$ cat src/rtl/ex_operand_stage.sv
// ID/EX pipeline register with execute-side operand forwarding and load-use hazard detection.
// Feeds portA/portB/aluop straight into the ALU one cycle after decode capture.
module ex_operand_stage #(
  parameter int WORD_W = 32,
  parameter int REG_AW = 5
) (
  input  logic              CLK,
  input  logic              nRST,
  input  logic              en,
  input  logic              flush,
  input  logic              valid_in,
  input  logic [WORD_W-1:0] rdat1_in,
  input  logic [WORD_W-1:0] rdat2_in,
  input  logic [REG_AW-1:0] rs_in,
  input  logic [REG_AW-1:0] rt_in,
  input  logic [REG_AW-1:0] wsel_in,
  input  logic [15:0]       imm16_in,
  input  logic [4:0]        shamt_in,
  input  logic [1:0]        alusrc_in,
  input  logic              shift_in,
  input  logic              uses_rs_in,
  input  logic              uses_rt_in,
  input  logic [3:0]        aluop_in,
  input  logic              regwrite_in,
  input  logic              memread_in,
  input  logic              memwrite_in,
  input  logic              exmem_regwrite,
  input  logic [REG_AW-1:0] exmem_wsel,
  input  logic [WORD_W-1:0] exmem_data,
  input  logic              memwb_regwrite,
  input  logic [REG_AW-1:0] memwb_wsel,
  input  logic [WORD_W-1:0] memwb_wdat,
  output logic [WORD_W-1:0] portA,
  output logic [WORD_W-1:0] portB,
  output logic [3:0]        aluop,
  output logic [WORD_W-1:0] store_data,
  output logic              valid_out,
  output logic [REG_AW-1:0] wsel_out,
  output logic              regwrite_out,
  output logic              memread_out,
  output logic              memwrite_out,
  output logic              stall_req
);

  logic              vld_p1;
  logic              regwrite_p1, memread_p1, memwrite_p1, shift_p1;
  logic [REG_AW-1:0] rs_p1, rt_p1, wsel_p1;
  logic [WORD_W-1:0] rdat1_p1, rdat2_p1;
  logic [15:0]       imm16_p1;
  logic [4:0]        shamt_p1;
  logic [1:0]        alusrc_p1;
  logic [3:0]        aluop_p1;
  logic [WORD_W-1:0] fwd_a, fwd_b;

  // Youngest producer wins; register 0 is hard-wired and never forwarded.
  function automatic logic [WORD_W-1:0] fwd_sel(
    input logic [REG_AW-1:0] r,
    input logic [WORD_W-1:0] latched,
    input logic              em_we,
    input logic [REG_AW-1:0] em_sel,
    input logic [WORD_W-1:0] em_dat,
    input logic              mw_we,
    input logic [REG_AW-1:0] mw_sel,
    input logic [WORD_W-1:0] mw_dat
  );
    if (r == '0)                   return latched;
    else if (em_we && em_sel == r) return em_dat;
    else if (mw_we && mw_sel == r) return mw_dat;
    else                           return latched;
  endfunction

  function automatic logic [WORD_W-1:0] b_sel(
    input logic [1:0]        src,
    input logic [WORD_W-1:0] reg_val,
    input logic [15:0]       imm
  );
    case (src)
      2'b00:   return reg_val;
      2'b01:   return {{(WORD_W-16){imm[15]}}, imm};
      2'b10:   return {{(WORD_W-16){1'b0}}, imm};
      default: return {imm, {(WORD_W-16){1'b0}}};
    endcase
  endfunction

  assign stall_req = vld_p1 & memread_p1 & (wsel_p1 != '0) & valid_in &
                     ((uses_rs_in & (rs_in == wsel_p1)) | (uses_rt_in & (rt_in == wsel_p1)));

  // ---- p0 -> p1: decode capture; bubble is sll $0,$0,0 with all fields cleared ----
  always_ff @(posedge CLK) begin
    if (!nRST || flush || (en && stall_req)) begin
      vld_p1      <= 1'b0;
      regwrite_p1 <= 1'b0;
      memread_p1  <= 1'b0;
      memwrite_p1 <= 1'b0;
      shift_p1    <= 1'b0;
      rs_p1       <= '0;
      rt_p1       <= '0;
      wsel_p1     <= '0;
      rdat1_p1    <= '0;
      rdat2_p1    <= '0;
      imm16_p1    <= '0;
      shamt_p1    <= '0;
      alusrc_p1   <= '0;
      aluop_p1    <= '0;
    end else if (en) begin
      vld_p1      <= valid_in;
      regwrite_p1 <= regwrite_in;
      memread_p1  <= memread_in;
      memwrite_p1 <= memwrite_in;
      shift_p1    <= shift_in;
      rs_p1       <= rs_in;
      rt_p1       <= rt_in;
      wsel_p1     <= wsel_in;
      rdat1_p1    <= rdat1_in;
      rdat2_p1    <= rdat2_in;
      imm16_p1    <= imm16_in;
      shamt_p1    <= shamt_in;
      alusrc_p1   <= alusrc_in;
      aluop_p1    <= aluop_in;
    end
  end

  // ---- p1: forwarding and operand select, combinational into the ALU ----
  assign fwd_a = fwd_sel(rs_p1, rdat1_p1, exmem_regwrite, exmem_wsel, exmem_data,
                         memwb_regwrite, memwb_wsel, memwb_wdat);
  assign fwd_b = fwd_sel(rt_p1, rdat2_p1, exmem_regwrite, exmem_wsel, exmem_data,
                         memwb_regwrite, memwb_wsel, memwb_wdat);

  assign portA        = shift_p1 ? {{(WORD_W-5){1'b0}}, shamt_p1} : fwd_a;
  assign portB        = b_sel(alusrc_p1, fwd_b, imm16_p1);
  assign store_data   = fwd_b;
  assign aluop        = aluop_p1;
  assign valid_out    = vld_p1;
  assign wsel_out     = wsel_p1;
  assign regwrite_out = regwrite_p1;
  assign memread_out  = memread_p1;
  assign memwrite_out = memwrite_p1;

endmodule

$ cat config.mk
export PLATFORM = sky130hd
export DESIGN_NAME = ex_operand_stage
export DESIGN_NICKNAME = d
export VERILOG_FILES = /design/src/rtl/ex_operand_stage.sv
export SDC_FILE = /design/constraint.sdc
export NUM_CORES = 1
export LEC_CHECK = 0
export CORE_AREA = 4 4 146 148
export DETAILED_ROUTE_END_ITERATION = 10
export DIE_AREA = 0 0 150 152
export PLACE_DENSITY_LB_ADDON = 0.12
export REMOVE_ABC_BUFFERS = 1
export SLEW_MARGIN = 20
export SYNTH_ARGS = -nofsm -noshare
export SYNTH_HDL_FRONTEND = slang
export SYNTH_SLANG_ARGS = --single-unit
export TNS_END_PERCENT = 1
$ cat constraint.sdc
create_clock -name CLK -period 3 [get_ports CLK]
set_input_delay 0.6 -clock CLK [delete_from_list [all_inputs] [get_ports CLK]]
set_output_delay 0.6 -clock CLK [all_outputs]
set_load 0.05 [all_outputs]
Word-level counts from Yosys, hierarchy flattened

Cells that the tools add are included.

Flip-flop bits (word level): 111
Bits of input ports: 193
Output and inout port bits: 110
Logic and storage cells: 49

Equal/unequal tests: 8
Muxes and demuxes: 8
Bitwise logic cells: 7
Reductions and logical operators: 12

Operators by type and width:

| cell                 | number |
|---|---|
| $mux W32             | 7 |
| $pmux W32 S3         | 1 |
| $eq A5 B5 Y1         | 6 |
| $logic_not A5 Y1     | 2 |
| $and A1 B1 Y1        | 6 |
| $logic_and A1 B1 Y1  | 5 |
| $reduce_bool A5 Y1   | 1 |
| $eq A2 B1 Y1 const B | 1 |
| $eq A2 B2 Y1 const B | 1 |
| $logic_not A2 Y1     | 1 |
| $logic_or A1 B1 Y1   | 2 |
| $logic_not A1 Y1     | 1 |
| $or A1 B1 Y1         | 1 |

Logic depth before layout (Yosys ltp)

Gate-level depths: netlist (run 1).

Depth in word-level cells: 6
Depth in mapped cells: 8
Mapped depth without buffers: 6

Worst setup path after synthesis (run 1)

OpenSTA, ideal clock, no wires.

Kind: input port to output port
Start point: input port memwb_wsel[4]
End point: output port portB[17]
Arrival: 3.058 ns
Required time: 2.400 ns
Slack: -0.658 ns
Cell stages on the path: 7
Buffers on the path: 1
Cell sequence: xor2_1 nor4_4 nand2_1 a21oi_2 buf_2 a2bb2oi_1 a211o_1

Word-level cells in the longest chain between the ends: 6

RTL lines:

| element             | RTL line | text |
|---|---|---|
| start, declared     | 31       | `input logic [REG_AW-1:0] memwb_wsel,` |
| $eq A5 B5 Y1        | 68       | `else if (mw_we && mw_sel == r) return mw_dat;` |
| $logic_and A1 B1 Y1 | 68       |  |
| $mux W32            | 68       |  |
| $mux W32            | 67       | `else if (em_we && em_sel == r) return em_dat;` |
| $mux W32            | 66       | `if (r == '0) return latched;` |
| via store_data[17]  | 36       | `output logic [WORD_W-1:0] store_data,` |
| $pmux W32 S3        | 77       | `case (src)` |
| end, declared       | 34       | `output logic [WORD_W-1:0] portB,` |

The timed path passes the listed nets, and every way through them passes these cells.

Worst setup path after layout (run 1)

Start point: register rt_p1[2]
End point: output port portB[25]

Word-level cells in the longest chain between the ends: 6

RTL lines:

| element                | RTL line | text |
|---|---|---|
| start, declared        | 47       | `logic [REG_AW-1:0] rs_p1, rt_p1, wsel_p1;` |
| start signal, assigned | 112      | `rt_p1 <= rt_in;` |
| $eq A5 B5 Y1           | 68       |  |
| $logic_and A1 B1 Y1    | 68       |  |
| $mux W32               | 68       |  |
| $mux W32               | 67       |  |
| $mux W32 (*)           | 66       |  |
| $pmux W32 S3 (*)       | 77       |  |

Every way passes the cells marked *; elsewhere a longest branch is shown, timed or not.

==> Flow_metrics.wiki, run 1 <==
{| class="wikitable"
! Metric !! Value
|-
| Yosys top cell by area || dfxtp_1
|-
| DRC violations left || 0
|-
| Cell breakdown of the critical path || xor2_4 -> nor4_4 -> o211ai_4 -> buf_12 -> buf_12 -> o22a_1 -> o22a_1 -> a211o_1 -> buf_12
|-
| Initial DRC Count || roughly 270
|-
| FFs w/ async S/R, synth || 0%
|-
| Portion of total power attributed to the clock network || 30.8%
|-
| Antenna violations before repair || 1
|-
| Crit-path max FO || 5
|-
| Final Hold Violating Endpoints || 0
|-
| I/O pin count || just over 300
|-
| Port-buffer cells || 302
|-
| Worst slew margin relative to its limit || 28.7%
|-
| DIE WIDTH || around 150 um
|-
| Clk buf depth || 2
|-
| Synth area leaders || dfxtp_1, mux2i_1, nor2_4, o22ai_1, nor2_1
|-
| Floorplan die area || 22800 um^2
|-
| Topmost layer with routed signal wires || met5
|-
| Power dissipated by switching net loads || ~0.0013 W
|-
| Remaining antenna violation count || 0
|-
| Setup repair after global routing missed its margin || true
|-
| Critical path class || reg2out
|-
| Register share of total power || a little over a third
|-
| Pins over their slew limit || 0
|-
| Number of clock sinks || 111
|-
| Post-layout power || between 0.004 and 0.005 W
|-
| Crit path max-delay cell type || nor4_4
|-
| Grt ovf || 0
|-
| Leakage Power || 5.29 nW
|-
| Most common library cell in the layout ignoring fill and taps || clkdlybuf4s50_1
|-
| Hold depth || 2
|-
| DR vias || 6989
|-
| Worst hold path startpoint || rdat1_p1[11]
|-
| Finished Core Util || 64.6%
|-
| Number of search-and-repair iterations in the first detailed-routing pass || 5
|-
| IR Drop Worst-Case VDD || 0.000263 V
|-
| Fin Clk Skew || 0.0121 ns
|-
| Placed instance count || 1347
|-
| Portion of the clock cycle consumed by the worst path in the final layout || 107%
|-
| Fraction of power spent switching nets || 31.0%
|-
| Cell Count, Final, Fillers Out || 1378
|-
| Final Critical Period || 3.21 ns
|-
| Finished layout cell area || 12900 um^2
|-
| Cell Area, Synth || approximately 7000 um^2
|-
| Met2 layer wire length in the routed design || 13.0 mm
|-
| Critical Path Source Type || flop
|-
| CTS Root Buffer Type || clkbuf_16
|-
| Estimated wirelength of the detail-placed design || 20.7 mm
|-
| Placed standard-cell area || roughly 12000 um^2
|-
| Fraction of post-synthesis cell area in the top cell type by area || 32.2%
|-
| Area growth from synthesis to final layout || 87.3%
|-
| Starting utilization of the core area || 34.5%
|-
| Placer Congestion || 0.832
|-
| Data required time of the critical path || 2.40 ns
|-
| Worst hold-check path type || reg2reg
|-
| Proportion of layout cells with a drive suffix above 1 || 38.9%
|-
| Slew of the pin with the lowest slew margin || 1.07 ns
|-
| First-pass GRT wire length || 42.2 mm
|-
| Height of the die || 152 um
|-
| Number of synthesized flops with an enable pin || 0
|-
| Insertion delay to the later sink of the worst-skew pair || around 0.36 ns
|-
| Violated checks || negative setup slack
|-
| Pre-CTS worst setup slack || -0.519 ns
|-
| H-tree Lvls || 3
|-
| Number of maximum-capacitance violations || 0
|-
| Routed met3 length || 2.63 mm
|-
| Length of routed wiring on met1 || about 11 mm
|-
| Internal power summed over all cells || 0.00299 W
|-
| Synthesized instance count || approximately 740
|-
| Number of global-route vias before repair || 7338
|-
| Nets || 1296
|-
| Overall routing resource usage || 23.6%
|-
| Crit path setup slack, layout || -0.208 ns
|-
| Reg-to-reg critical path startpoint || wsel_out[2]
|-
| FF-to-FF path depth || 8
|-
| Clock transition at path regs || 0.08 ns
|-
| Power share of the combinational group || 33.1%
|-
| Post-Synthesis Mean Instance Area || 9.35 um^2
|-
| Clock buffers created by TritonCTS || 9
|-
| Library cells used by synthesis || 41
|-
| Largest net degree at the start of global routing || 47
|-
| Final routed wirelength across all metal layers || 27.6 mm
|-
| Mean number of vias per cell || between 5 and 6
|-
| Data arrival time of the critical path || 2.61 ns
|-
| Synthesis-stage register bit count || 111
|-
| Core footprint || 20000 um^2
|-
| Top_reg_cell synth || dfxtp_1
|-
| Sequential element share of the synthesized area || 32.2%
|-
| Antenna diode instance count || 0
|-
| Most frequent cells in the layout || clkdlybuf4s50_1, buf_12, mux2i_1
|-
| Core Rows || 52
|-
| PD cells || 335 nW/um^2
|-
| Worst Setup SP || rt_p1[2]
|-
| Yosys warnings || 0
|-
| Outcome || finished with violations
|-
| Drt wl/cell || 20.0 um
|-
| Count of endpoints failing setup in the final report || 36
|-
| Capturing element type of the critical path || primary output
|-
| CP max stage delay || approximately 0.4 ns
|-
| Number of filler cells placed in the layout || 1663
|-
| Cell occurring most often along the worst timing path || buf_12
|-
| FMAX || 312 MHz
|-
| Number of hold buffers added after cts || 0
|-
| CTS tree || built
|}
==> cells by family (layout without fill, tap and decap cells) <==
kind of cell           Yosys count  in the layout  share of synthesized area [%]
AND/OR/NAND/NOR                220            220                           22.2
AO/OA/AOI/OAI                  177            177                           17.6
multiplexers                   121            121                           17.6
flip-flops                     111            111                           32.2
buffers and inverters           80            449                           6.59
XOR/XNOR                        30             30                           3.80
==> per-layer routing <==
metal | global-route usage [%] | up-vias
li1 | - | 3380
met1 | 29.4 | 3283
met2 | 38.6 | 281
met3 | 7.48 | 43
met4 | 7.97 | 2
met5 | 0 | -
==> cell type report <==
| class | count | area, um^2 | share of cell area (%) |
|---|---|---|---|
| clock buffer | 10 | 229 | 1.77 |
| clock inverter | 6 | 90.1 | 0.696 |
| inverter | 17 | 63.8 | 0.493 |
| multi-input combinational | 548 | 4730 | 36.5 |
| sequential | 111 | 2230 | 17.3 |
| tap | 270 | 338 | 2.61 |
| timing repair buffer | 416 | 5260 | 40.6 |
==> Yosys cell counts, drive strengths merged (14+ instances only) <==
cell type / n
nor2: 141
mux2i: 116
dfxtp: 111
o22ai: 47
clkbuf: 43
nand2: 41
o21ai: 36
a211oi: 27
o22a: 22
buf: 20
a21oi: 17
inv: 17
a211o: 16
and3: 16
xor2: 16
xnor2: 14
==> worst max-delay path, delay by kind of cell, from the launching register on <==
| kind | cells | cell delay (ns) |
|---|---|---|
| compound gates | 4 | 0.82 |
| buf+inv | 3 | 0.49 |
| xor+xnor | 1 | 0.16 |
| flops | 1 | 0.38 |
| simple gates | 1 | 0.40 |
==> what timing repair did <==
action,in CTS,in global routing
pin swaps,64,22
gates cloned,6,0
buffers inserted,9,0
resized for setup,121,57
setup endpoints to repair,96,95
==> per-stage QoR <==
step / setup TNS, ns / hold slack (ns)
2_1_floorplan: -480.20 / 0.454
3_3_place_gp: -32.56 / 0.472
3_5_place_dp: -34.13 / 0.480
4_1_cts: -5.51 / 0.499
5_1_grt: -9.82 / 0.525
6_report: -3.42 / 0.501
==> state kept, by name, summed over array words and instances (netlist names), 2 cells and up <==
| signal | cells |
|---|---|
| rdat1_p1 | 32 |
| imm16_p1 | 16 |
| aluop | 4 |
| wsel_out | 5 |
| shamt_p1 | 5 |
| rs_p1 | 5 |
| rt_p1 | 5 |
| alusrc_p1 | 2 |
| rdat2_p1 | 32 |
==> path summary, 6_finish.rpt <==
path | slack, ns | to
worst max register to register | 0.82 | rdat2_p1[28]
worst min-delay path | 0.50 | rdat1_p1[11]
worst max-delay path | -0.21 | portB[25]
worst min register to register | 0.50 | rdat1_p1[11]
==> power groups by stage <==
stage	combinational [W]	sequential [W]	clock [W]
after global placement	0.00137	0.00160	0
final	0.00143	0.00157	0.00133
after CTS	0.00142	0.00156	0.00137
after global routing	0.00150	0.00157	0.00143
after detailed placement	0.00137	0.00160	0
after floorplan	0.000584	0.00160	0
Power figures use the tool's default switching activity.
==> run 2: changes to the inputs <==
Settings changed: CTS_BUF_LIST set to sky130_fd_sc_hd__clkbuf_4.
==> Flow_metrics.wiki, run 2 (synthesis gave the netlist of run 1 again) <==
{| class="wikitable"
! Metric !! Value
|-
| Floorplan die area || 22800 um^2
|-
| FF-to-FF path depth || 8
|-
| Drt wl/cell || 19.5 um
|-
| Critical path class || reg2out
|-
| Remaining antenna violation count || 0
|-
| Number of search-and-repair iterations in the first detailed-routing pass || 5
|-
| Pins over their slew limit || 0
|-
| Pre-CTS worst setup slack || -0.519 ns
|-
| Data arrival time of the critical path || 2.74 ns
|-
| Leakage Power || 5.13 nW
|-
| Worst hold path startpoint || rdat1_p1[13]
|-
| Hold-critical path endpoint || rdat1_p1[13]
|-
| Area of the multi-input gates || 4570 um^2
|-
| Register-to-Register Setup Slack || 0.78 ns
|-
| Number of hold buffers added after cts || 0
|-
| Largest net degree at the start of global routing || 47
|-
| IR Drop Worst-Case VDD || 0.000254 V
|-
| Crit path max-delay cell type || dfxtp_4
|-
| Finished Core Util || 62.3%
|-
| Outcome || finished with violations
|-
| Hold_ws || roughly 0.52 ns
|-
| Grt ovf || 0
|-
| I/O pin count || 303
|-
| Final routed wirelength across all metal layers || 26.9 mm
|-
| Number of maximum-capacitance violations || 0
|-
| Clk buf depth || 2
|-
| FMAX || 299 MHz
|-
| Insertion delay to the later sink of the worst-skew pair || 0.50 ns
|-
| Mean number of vias per cell || 5.03
|-
| Slew of the pin with the lowest slew margin || 1.00 ns
|-
| Cell breakdown of the critical path || xor2_2 -> nor4_4 -> o211ai_4 -> buf_12 -> buf_8 -> o22a_1 -> o22a_1 -> a211o_1 -> buf_12
|-
| Number of filler cells placed in the layout || 1716
|-
| Count of endpoints failing setup in the final report || a little over 90
|-
| Core Rows || 52
|-
| Core footprint || 20000 um^2
|-
| Worst slew margin relative to its limit || roughly a third
|-
| Estimated wirelength of the detail-placed design || about 21 mm
|-
| Nets || 1292
|-
| Placer Congestion || 0.832
|-
| Clock transition at path regs || about 0.18 ns
|-
| Hold depth || 2
|-
| Most frequent cells in the layout || clkdlybuf4s50_1, mux2i_1, buf_12
|-
| Number of buffer and inverter instances along the worst setup path || 3
|-
| H-tree Lvls || 3
|-
| Most common library cell in the layout ignoring fill and taps || clkdlybuf4s50_1
|-
| Capturing element type of the critical path || primary output
|-
| Number of global-route vias before repair || 7096
|-
| First-pass GRT wire length || 40.8 mm
|-
| CP max stage delay || between 0.4 and 0.5 ns
|-
| Reg-to-reg critical path startpoint || wsel_out[2]
|-
| Final Critical Period || approximately 3.3 ns
|-
| Number of clock sinks || 111
|-
| Critical Path Source Type || flop
|-
| Overall routing resource usage || 22.8%
|-
| Violated checks || negative setup slack
|-
| Height of the die || between 150 and 200 um
|-
| Starting utilization of the core area || about a third
|-
| Clock buffers created by TritonCTS || 9
|-
| PD cells || 310 nW/um^2
|-
| Sum Neg Setup Slack || -13.09 ns
|-
| Worst Setup SP || rt_p1[0]
|-
| Data required time of the critical path || 2.40 ns
|-
| Crit path setup slack, layout || -0.339 ns
|-
| Fin Clk Skew || ~0.025 ns
|-
| Reg-to-Reg End || rdat2_p1[28]
|-
| Proportion of layout cells with a drive suffix above 1 || 35.9%
|-
| Leading registers by flop count || rdat1_p1 (32), rdat2_p1 (32), imm16_p1 (16)
|-
| DR vias || 6926
|-
| Port-buffer cells || 302
|-
| Crit-path leading delay family || compound AO/OA/AOI/OAI gates
|-
| Setup repair after global routing missed its margin || true
|-
| Initial DRC Count || 316
|-
| Area growth from synthesis to final layout || 80.7%
|-
| Antenna violations before repair || 2
|-
| Register cell area after layout || 2240 um^2
|-
| Worst hold-check path type || reg2reg
|-
| Crit-path max FO || 5
|-
| DIE WIDTH || ~150 um
|-
| Post-layout power || 0.00387 W
|-
| DRC violations left || 0
|-
| CTS Root Buffer Type || clkbuf_4
|-
| Final Hold Violating Endpoints || 0
|-
| Portion of the clock cycle consumed by the worst path in the final layout || 111%
|-
| CTS tree || built
|}
## run 2: where the power goes
part | internal, W | switching [W]
clock network | 0.000352 | 0.000538
logic | 0.000716 | 0.000694
registers | 0.00152 | 0.0000436
## run 2: how the worst max path moves through the flow
stage,to,depth (start not counted),slack [ns]
after detailed placement,portB[25],9,-0.52
after floorplan,aluop[3],6,-4.10
after global routing,portB[30],9,-0.46
after global placement,portB[25],9,-0.51
final,portB[28],9,-0.34
after CTS,portA[4],11,-0.40
## run 2: cell type report
cell class                      count  area share (%)
Clock inverter                      6           0.721
Clock buffer                       10           0.601
Timing Repair Buffer              412            40.8
Antenna cell                        3          0.0601
Sequential cell                   111            17.9
Inverter                           17           0.511
Tap cell                          270            2.71
Multi-Input combinational cell    548            36.6
## run 2: routing by layer
layer	part of all wire (%)	routed length [um]	vias to the layer above	track usage, %
met2	47	12700	283	37.5
met1	41	11000	3238	28.6
met3	9.6	2580	35	7.24
li1	-	-	3370	-
met4	2.1	562	0	6.23
met5	0	0	-	0
## run 2: tightest hold or removal path: stages (launching register included)
cell and delay (ns):
dfxtp_1 0.36, mux2i_1 0.07, nor2_1 0.07
## run 2: timing repair
action,CTS,global route
setup buffers,2,9
gates resized for setup,46,87
hold endpoints to repair,0,0
setup endpoints to repair,96,96
pin swaps,19,49
## run 2: metrics by stage
stage                     area [um^2]  instances
after floorplan                  6520        676
after global placement          11800       1347
after detailed placement        11800       1347
after CTS                       12100       1365
after global routing            12500       1377
final                           12500       1377
